[config.mk]
export PLATFORM = sky130hd
export DESIGN_NAME = mxv_vxv_sequencer
export DESIGN_NICKNAME = d
export VERILOG_FILES = /design/src/rtl/seq_pkg.sv /design/src/rtl/phase_timer.sv /design/src/rtl/mxv_vxv_sequencer.sv
export SDC_FILE = /design/constraint.sdc
export NUM_CORES = 1
export LEC_CHECK = 0
export ABC_AREA = 1
export CORE_ASPECT_RATIO = 1.5
export CORE_MARGIN = 3
export CORE_UTILIZATION = 40
export DETAILED_ROUTE_END_ITERATION = 8
export GPL_TIMING_DRIVEN = 0
export HOLD_SLACK_MARGIN = 0.1
export PLACE_DENSITY_LB_ADDON = 0.12
export SYNTH_ARGS = -nofsm -noshare
export SYNTH_HDL_FRONTEND = slang
export SYNTH_SLANG_ARGS = --single-unit
[constraint.sdc]
create_clock -name clk -period 2.9 [get_ports clk]
set_input_delay 0.58 -clock clk [delete_from_list [all_inputs] [get_ports clk]]
set_output_delay 0.58 -clock clk [all_outputs]
set_load 0.01 [all_outputs]
[src/rtl/seq_pkg.sv]
// Shared definitions for the mXv/vXv phase sequencer: state encoding,
// default timing constants and the per-state phase output decode.
package seq_pkg;

  typedef enum logic [2:0] {
    S_IDLE   = 3'd0,
    S_WARMUP = 3'd1,
    S_ARM    = 3'd2,
    S_RUN    = 3'd3,
    S_GAP    = 3'd4,
    S_DONE   = 3'd5,
    S_ERROR  = 3'd6
  } seq_state_e;

  localparam int DEF_GAP_CYCLES    = 5;
  localparam int DEF_WARMUP_CYCLES = 2;

  typedef struct packed {
    logic dp_reset;
    logic mxv;
    logic vxv;
    logic busy;
    logic done;
    logic wdog_err;
  } phase_out_t;

  function automatic int max3(input int a, input int b, input int c);
    int m;
    m = (a > b) ? a : b;
    return (m > c) ? m : c;
  endfunction

  // Exactly one of mxv/vxv is high in every state; only RUN runs mXv.
  function automatic phase_out_t decode_phase(input seq_state_e s);
    phase_out_t o;
    o = '{dp_reset: 1'b0, mxv: 1'b0, vxv: 1'b1, busy: 1'b0, done: 1'b0, wdog_err: 1'b0};
    case (s)
      S_IDLE:   o.dp_reset = 1'b1;
      S_WARMUP: begin o.dp_reset = 1'b1; o.busy = 1'b1; end
      S_ARM:    o.busy = 1'b1;
      S_RUN:    begin o.mxv = 1'b1; o.vxv = 1'b0; o.busy = 1'b1; end
      S_GAP:    o.busy = 1'b1;
      S_DONE:   o.done = 1'b1;
      S_ERROR:  begin o.dp_reset = 1'b1; o.wdog_err = 1'b1; end
      default:  o.dp_reset = 1'b1;
    endcase
    return o;
  endfunction

endpackage

[src/rtl/phase_timer.sv]
// Loadable down-counter that parks at zero; one instance times WARMUP,
// GAP and the RUN watchdog since those phases never overlap.
module phase_timer #(
  parameter int W = 16
) (
  input  logic         clk,
  input  logic         reset,
  input  logic         load,
  input  logic [W-1:0] load_value,
  output logic         zero
);

  logic [W-1:0] count;

  always_ff @(posedge clk or negedge reset) begin
    if (!reset)              count <= '0;
    else if (load)           count <= load_value;
    else if (count != '0)    count <= count - W'(1);
  end

  assign zero = (count == '0);

endmodule

[src/rtl/mxv_vxv_sequencer.sv]
// Sequences a solver datapath through warmup, alternating mXv/vXv phases,
// and termination on halt, iteration limit or watchdog timeout.
module mxv_vxv_sequencer
  import seq_pkg::*;
#(
  parameter int GAP_CYCLES    = DEF_GAP_CYCLES,
  parameter int WARMUP_CYCLES = DEF_WARMUP_CYCLES,
  parameter int ITER_W        = 16,
  parameter int MAX_ITER      = 256,
  parameter int WDOG_CYCLES   = 65535
) (
  input  logic              clk,
  input  logic              reset,
  input  logic              start,
  input  logic              abort,
  input  logic              finish,
  input  logic              halt,
  output logic              dp_reset,
  output logic              reset_mXv1,
  output logic              reset_vXv1,
  output logic [ITER_W-1:0] iter_count,
  output logic              busy,
  output logic              done,
  output logic              max_hit,
  output logic              wdog_err,
  output logic [2:0]        state_dbg
);

  localparam int TW = $clog2(max3(WDOG_CYCLES, GAP_CYCLES, WARMUP_CYCLES) + 1);
  // Timer is loaded with N-1 so a phase lasts exactly N cycles.
  localparam logic [TW-1:0]     WARMUP_LOAD = TW'(WARMUP_CYCLES - 1);
  localparam logic [TW-1:0]     GAP_LOAD    = TW'(GAP_CYCLES - 1);
  localparam logic [TW-1:0]     WDOG_LOAD   = TW'(WDOG_CYCLES - 1);
  localparam logic [ITER_W-1:0] ITER_LIMIT  = ITER_W'(MAX_ITER);

  seq_state_e        state, state_next;
  phase_out_t        out_next;
  logic              t_load, t_zero;
  logic [TW-1:0]     t_load_value;
  logic              fin_armed, fin_qual, gap_exit, at_limit;
  logic [ITER_W-1:0] iter_inc;

  phase_timer #(.W(TW)) u_timer (
    .clk        (clk),
    .reset      (reset),
    .load       (t_load),
    .load_value (t_load_value),
    .zero       (t_zero)
  );

  assign iter_inc  = (iter_count == '1) ? iter_count : iter_count + ITER_W'(1);
  assign at_limit  = (iter_inc == ITER_LIMIT);
  assign fin_qual  = (state == S_RUN) && fin_armed && finish;
  assign gap_exit  = (state == S_GAP) && t_zero && !halt;
  assign state_dbg = state;

  always_ff @(posedge clk or negedge reset) begin
    if (!reset) state <= S_IDLE;
    else        state <= state_next;
  end

  always_comb begin
    state_next = state;
    if (abort) begin
      state_next = S_IDLE;
    end else begin
      case (state)
        S_IDLE:   if (start) state_next = S_WARMUP;
        S_WARMUP: if (t_zero) state_next = S_ARM;
        S_ARM:    state_next = halt ? S_DONE : S_RUN;
        S_RUN: begin
          if (halt)          state_next = S_DONE;
          else if (fin_qual) state_next = S_GAP;
          else if (t_zero)   state_next = S_ERROR;
        end
        S_GAP: begin
          if (halt)        state_next = S_DONE;
          else if (t_zero) state_next = at_limit ? S_DONE : S_RUN;
        end
        S_DONE:   if (start) state_next = S_WARMUP;
        S_ERROR:  state_next = S_ERROR;
        default:  state_next = S_IDLE;
      endcase
    end
  end

  always_comb begin
    out_next     = decode_phase(state_next);
    t_load       = 1'b0;
    t_load_value = '0;
    if (state_next != state) begin
      case (state_next)
        S_WARMUP: begin t_load = 1'b1; t_load_value = WARMUP_LOAD; end
        S_RUN:    begin t_load = 1'b1; t_load_value = WDOG_LOAD;   end
        S_GAP:    begin t_load = 1'b1; t_load_value = GAP_LOAD;    end
        default:  ;
      endcase
    end
  end

  // Outputs are registered from the next state so they flip with the state.
  always_ff @(posedge clk or negedge reset) begin
    if (!reset) begin
      dp_reset   <= 1'b1;
      reset_mXv1 <= 1'b0;
      reset_vXv1 <= 1'b1;
      busy       <= 1'b0;
      done       <= 1'b0;
      wdog_err   <= 1'b0;
    end else begin
      dp_reset   <= out_next.dp_reset;
      reset_mXv1 <= out_next.mxv;
      reset_vXv1 <= out_next.vxv;
      busy       <= out_next.busy;
      done       <= out_next.done;
      wdog_err   <= out_next.wdog_err;
    end
  end

  always_ff @(posedge clk or negedge reset) begin
    if (!reset) begin
      iter_count <= '0;
      max_hit    <= 1'b0;
    end else if (abort || (start && (state == S_IDLE || state == S_DONE))) begin
      iter_count <= '0;
      max_hit    <= 1'b0;
    end else if (gap_exit) begin
      iter_count <= iter_inc;
      if (at_limit) max_hit <= 1'b1;
    end
  end

  // A finish level left over from the previous phase must drop before it counts.
  always_ff @(posedge clk or negedge reset) begin
    if (!reset)              fin_armed <= 1'b0;
    else if (state != S_RUN) fin_armed <= 1'b0;
    else if (!finish)        fin_armed <= 1'b1;
  end

endmodule
Yosys cells after proc, flatten, opt, wreduce, memory -nomap -nowiden
Cells that the tools add are included.
Word-level totals
  flip-flop bits (word level): 43
  output and inout port bits: 26
  bits of input ports: 6
Cells by class
  add/sub/neg operators: 2
  reductions and logical operators: 19
  equality and inequality tests: 17
  multiplexer cells: 30
Operator list (number)
  $mux W16: 6
  $pmux W16 S3: 1
  $mux W3: 10
  $eq A3 B3 Y1 const B: 6
  $pmux W3 S6: 1
  $add A16 B1 Y16 const B: 1
  $eq A16 B16 Y1 const B: 1
  $eq A16 B9 Y1 const B: 1
  $logic_not A16 Y1: 1
  $reduce_bool A16 Y1: 1
  $sub A16 B1 Y16 const B: 1
  $eq A3 B2 Y1 const B: 4
  $mux W1: 11
  $reduce_or A4 Y1: 2
  $eq A3 B1 Y1 const B: 2
  $reduce_bool A2 Y1: 3
  $logic_and A1 B1 Y1: 5
  $logic_not A3 Y1: 1
  $ne A3 B2 Y1 const B: 1
  $ne A3 B3 Y1: 1
  $reduce_or A3 Y1: 1
  $logic_or A1 B1 Y1: 2
  $mux W2: 1
  $ne A2 B1 Y1 const B: 1
  3 further kinds: 3

Depth between registers and ports, before layout
  depth in word-level cells: 13
  depth in mapped cells: 22

By module
A second synthesis with hierarchy kept.
Second synthesis, totals
  cells, all modules: 430
  area, all modules: 3014.1 um^2
By module, submodules not included
  mxv_vxv_sequencer: area an instance 1829.3 um^2, instances 1, cells an instance 263
  phase_timer: area an instance 1184.9 um^2, instances 1, cells an instance 167

Worst setup path after synthesis
Ideal clock, no wire load.
  kind: reg2reg
  start: register iter_count[0]
  end: register u_timer.count[10]
  path buffers: 1
  data required time: 2.781 ns
  cell stages (with the launch flop): 21
  setup time: 0.119 ns
  clock period less this slack: 2.518 ns
  arrival: 2.398 ns
  slack: 0.382 ns
  cells stage by stage: dfrtp_1 -> ha_1 -> inv_1 -> nor2_4 -> nand2_2 -> nor2_4 -> inv_2 -> nand3_1 -> nor2_1 -> nand2_1 -> nor2_1 -> nand2_1 -> nand2_2 -> nand2_4 -> nand2_4 -> nand2_1 -> nand2_2 -> nand3_4 -> a21oi_4 -> buf_6 -> a21oi_2
Between the ends
  word-level cells in the longest chain between the ends: 13
  elaborated cells between the ends (all ways): 20
RTL lines
  from (decl): RTL line mxv_vxv_sequencer.sv:21  | output logic [ITER_W-1:0] iter_count,
  from (signal assigned): RTL line mxv_vxv_sequencer.sv:128  | iter_count <= iter_inc;
  $add A16 B1 Y16 / $eq A16 B16 Y1 (equally long branches): RTL line mxv_vxv_sequencer.sv:51  | assign iter_inc = (iter_count == '1) ? iter_count : iter_count + ITER_W'(1);
  $mux W16 (*): RTL line mxv_vxv_sequencer.sv:51
  $eq A16 B9 Y1 (*): RTL line mxv_vxv_sequencer.sv:52  | assign at_limit = (iter_inc == ITER_LIMIT);
  $mux W3 (*) (2 in a row): RTL line mxv_vxv_sequencer.sv:78  | else if (t_zero) state_next = at_limit ? S_DONE : S_RUN;
  $mux W3 (*): RTL line mxv_vxv_sequencer.sv:77  | if (halt) state_next = S_DONE;
  $pmux W3 S6 (*): RTL line mxv_vxv_sequencer.sv:67  | case (state)
  $mux W3 (*): RTL line mxv_vxv_sequencer.sv:64  | if (abort) begin
  $eq A3 B3 Y1 (tied with other cells): RTL line mxv_vxv_sequencer.sv:92  | case (state_next)
  $reduce_or A3 Y1 (no source line)
  $mux W1: RTL line mxv_vxv_sequencer.sv:92
  $mux W1: RTL line mxv_vxv_sequencer.sv:91  | if (state_next != state) begin
  $mux W16 / $reduce_bool A2 Y1 (equally long branches)
  to (signal assigned): RTL line phase_timer.sv:17  | else if (load) count <= load_value;
  to (signal assigned): RTL line phase_timer.sv:18  | else if (count != '0) count <= count - W'(1);
  to (decl): RTL line phase_timer.sv:13  | logic [W-1:0] count;
Every way passes the cells marked *; elsewhere a longest branch is shown, timed or not.
A chain may end at the register's enable or synchronous reset.

Worst setup path after layout
  start: register iter_count[0]
  end: register u_timer.count[9]
The elaborated chain is that of the path after synthesis.

==> flow_metrics.tcl <==
set metrics [dict create \
    vias 2643 \
    die_x_um 75.2 \
    relSlewSlack_pct 63.6 \
    h-tree-depth 2 \
    wl_per_cell_um 14.5 \
    synthCells 375 \
    cts.clk_slew.worst_paths_ns 0.08 \
    firstDrtPassIters 5 \
    track_usage_pct 19.1 \
    finalCritPeriodShare_pct 93.0 \
    grt_pass1_vias 2636 \
    ios 32 \
    syn_nets 383 \
    p_clk_share_pct 20.6 \
    clk_path_buf_depth 2 \
    synth_async_sr_flop_share_pct 100 \
    cp.arrival_ns 2.88 \
    die_area_um2 8250 \
    start_kind "flip-flop" \
    p_per_area_nw_per_um2 511 \
    drc 0 \
    synth_area_um2 2870 \
    grt-ovfl-total 0 \
    antenna_cells 0 \
    cts_made_buffers 5 \
    crit_required_ns 3.08 \
    die_height_um 110 \
    slowest_stage "dfrtp_2" \
    place.gp.congestion 0.901 \
    grt_pass1_wl_um 12200 \
    fin_setup_tns_ns 0 \
    drt_iter0_drc 88 \
    area_delta_synth_final_pct 22.6 \
    holdCritPathClass "primary input to async pin" \
    fin_area_um2 3520 \
    critPathMaxStageDelay_ns 0.41 \
    yosysUniqueCellTypes 39 \
    rows 37 \
    synth-main-ff-cell "dfrtp_1" \
    viasPerCell 5.24 \
    clkLatencyLatePin_ns 0.30 \
    antenna_found_initial 0 \
    pwr-share-seq_pct 44.8 \
    worstMarginPinSlew_ns 0.546 \
    whs_ns 0.157 \
    ant_nets 0 \
    grt_max_degree 34 \
    fin_skew_ns 0.00898 \
    setup_viol 0 \
    ir_worst_vdd_v 0.000397 \
    finalCriticalPeriod_ns 2.70 \
    end_kind "flip-flop" \
    synth-seq-area-share_pct 37.6 \
    hold_viol 0 \
    cap_viol_max_count 0 \
    initial_core_util_pct 41.6 \
    dp_hpwl_um 5450 \
    postLayoutCoreUtil_pct 51.0 \
    nets 433 \
    path_class "flip-flop to flip-flop" \
    ys_warn_count 0 \
    ys_ff_latch 43 \
    cts_sinks 43 \
    crit_top_cell "nand2_1" \
    critical_path.max_fanout 10 \
    routed_wl_um 7310 \
    slew_viol_final 0 \
    fp.coreArea_um2 6900 \
    layout-drive-gt1-share_pct 20.7 \
    p_int_mw 1.14 \
    place_area_um2 3290 \
    cts_hold_buf 0 \
    cts_tree "yes" \
    fmax_mhz 371 \
    combPwrFrac_pct 34.6 \
    path_cells "ha_2 > inv_2 > nor2_4 > nand2_2 > nor2_4 > inv_4 > nand3_1 > nor2_1 > nand2_1 > nor2_2 > nand3_1 > nand3_2 > nand2_2 > nand2_1 > nand2_1 > nand3_4 > a21oi_4 > buf_8 > a21oi_2" \
    syn_area_per_cell_um2 7.66 \
    crit_family "simple AND/OR/NAND/NOR gates" \
    cts_root_buffer "clkbuf_8" \
    io_buffers 31 \
    outcome "completed" \
    p_switching_uw 660 \
    p_leak_nw 1.61 \
    path_buf_inv 3 \
    synth-edff-count 0 \
    p_sw_share_pct 36.7 \
]
-- final timing paths --
check,from,to,slack [ns],cells after the start
worst max-delay path,iter_count[0]$_DFFE_PN0P_,u_timer.count[9]$_DFFE_PN0P_,0.20,19
worst min-delay path,reset,iter_count[14]$_DFFE_PN0P_,0.16,1
worst max register to register,iter_count[0]$_DFFE_PN0P_,u_timer.count[9]$_DFFE_PN0P_,0.20,19
worst min register to register,u_timer.count[0]$_DFFE_PN0P_,u_timer.count[0]$_DFFE_PN0P_,0.52,2
max in group asynchronous,reset,reset_vXv1$_DFF_PN1_,2.20,2
min in group clk,u_timer.count[0]$_DFFE_PN0P_,u_timer.count[0]$_DFFE_PN0P_,0.52,2
-- synth_stat cells (all sizes together) (2+ instances only) --
cell,count,area [um2]
nor2,49,246
ha,2,25.0
dfrtp,41,1030
xnor2,4,35.0
nor4,2,12.5
nand3,47,268
xor2,14,123
nand4,8,65.1
o21ai,20,104
o211ai,2,15.0
buf,3,37.5
o22ai,4,25.0
clkbuf,4,15.0
a21oi,16,129
nand2,95,414
nor3,8,45.0
dfstp,2,52.6
inv,47,176
-- stage by stage --
stage	instances	setup WS [ns]	power (mW)
floorplan	375	0.382	1.28
global placement	484	-0.117	1.40
finish	504	0.204	1.80
detailed placement	485	-0.116	1.42
global route	504	-0.00301	1.95
CTS	494	0.0263	1.81
-- registers in the layout (all words and copies together) (netlist names) --
name,flops
reset_vXv1,1
fin_armed,1
done,1
state_dbg,3
wdog_err,1
reset_mXv1,1
u_timer.count,16
busy,1
dp_reset,1
iter_count,16
max_hit,1
-- repair_timing --
| item | 4_1_cts | 5_1_grt |
|---|---|---|
| pin swaps | 1 | 4 |
| gates resized for setup | 3 | 13 |
| setup buffers | 1 | 10 |
| endpoints found under the setup margin | 12 | 17 |
-- layout by cell type (no fill, tap or decap), types with 3 or more instances in the layout --
cell type,instances
nor2_4,7
xnor2_1,4
nand2_4,3
clkbuf_1,6
o21ai_1,4
xor2_1,14
dfrtp_1,39
a21oi_1,5
nor2_1,34
nand2_2,13
inv_1,42
nand2_1,78
o21ai_0,15
o22ai_1,4
nand3_1,39
nor3_1,6
inv_2,4
nor2_2,8
clkdlybuf4s50_1,30
a21oi_2,10
clkbuf_8,5
nand3_2,6
nand4_1,7
buf_4,11
-- routing by layer --
layer	up-vias	global-route usage, %	routed length [um]
met5	-	0	0
met4	0	7.75	219
met3	17	2.74	228
met2	68	34.9	3990
met1	1234	21.7	2870
li1	1324	-	-
-- area by class of cell --
cell class / count / area, um2
plain buffers: 7 / 56.3
clock buffers: 7 / 76.3
clock inverters: 1 / 5.00
fillers: 700 / 3380
inverters: 47 / 179
multi-input cells: 278 / 1620
flip-flops and latches: 43 / 1080
well taps: 78 / 97.6
repair buffers: 43 / 408
-- worst reg2reg max path, delay by kind of cell (launching register included) --
family | cells | cell delay (ns)
AND/OR/NAND/NOR | 13 | 1.37
flip-flops | 1 | 0.41
buffers and inverters | 3 | 0.33
AO/OA/AOI/OAI | 2 | 0.24
adder cells (fa/ha/maj) | 1 | 0.22
-- power by group through the flow --
stage | clock (mW) | sequential, mW | combinational (mW)
floorplan | 0 | 0.798 | 0.479
global placement | 0 | 0.816 | 0.588
detailed placement | 0 | 0.818 | 0.598
CTS | 0.394 | 0.807 | 0.607
global route | 0.421 | 0.823 | 0.710
finish | 0.371 | 0.806 | 0.622
-- cell families (layout without fill, tap and decap cells) --
| logic type | Yosys count | in the layout | synth area share (%) |
|---|---|---|---|
| DFF | 43 | 43 | 37.6 |
| AOI/OAI and AO/OA | 47 | 47 | 11.0 |
| buffers and inverters | 54 | 105 | 7.97 |
| adders and majority gates | 2 | 2 | 0.871 |
| xor gates and xnor gates | 18 | 18 | 5.49 |
| and+or+nand+nor | 211 | 211 | 37.1 |
Note: power is estimated with default switching activity, not from simulation.
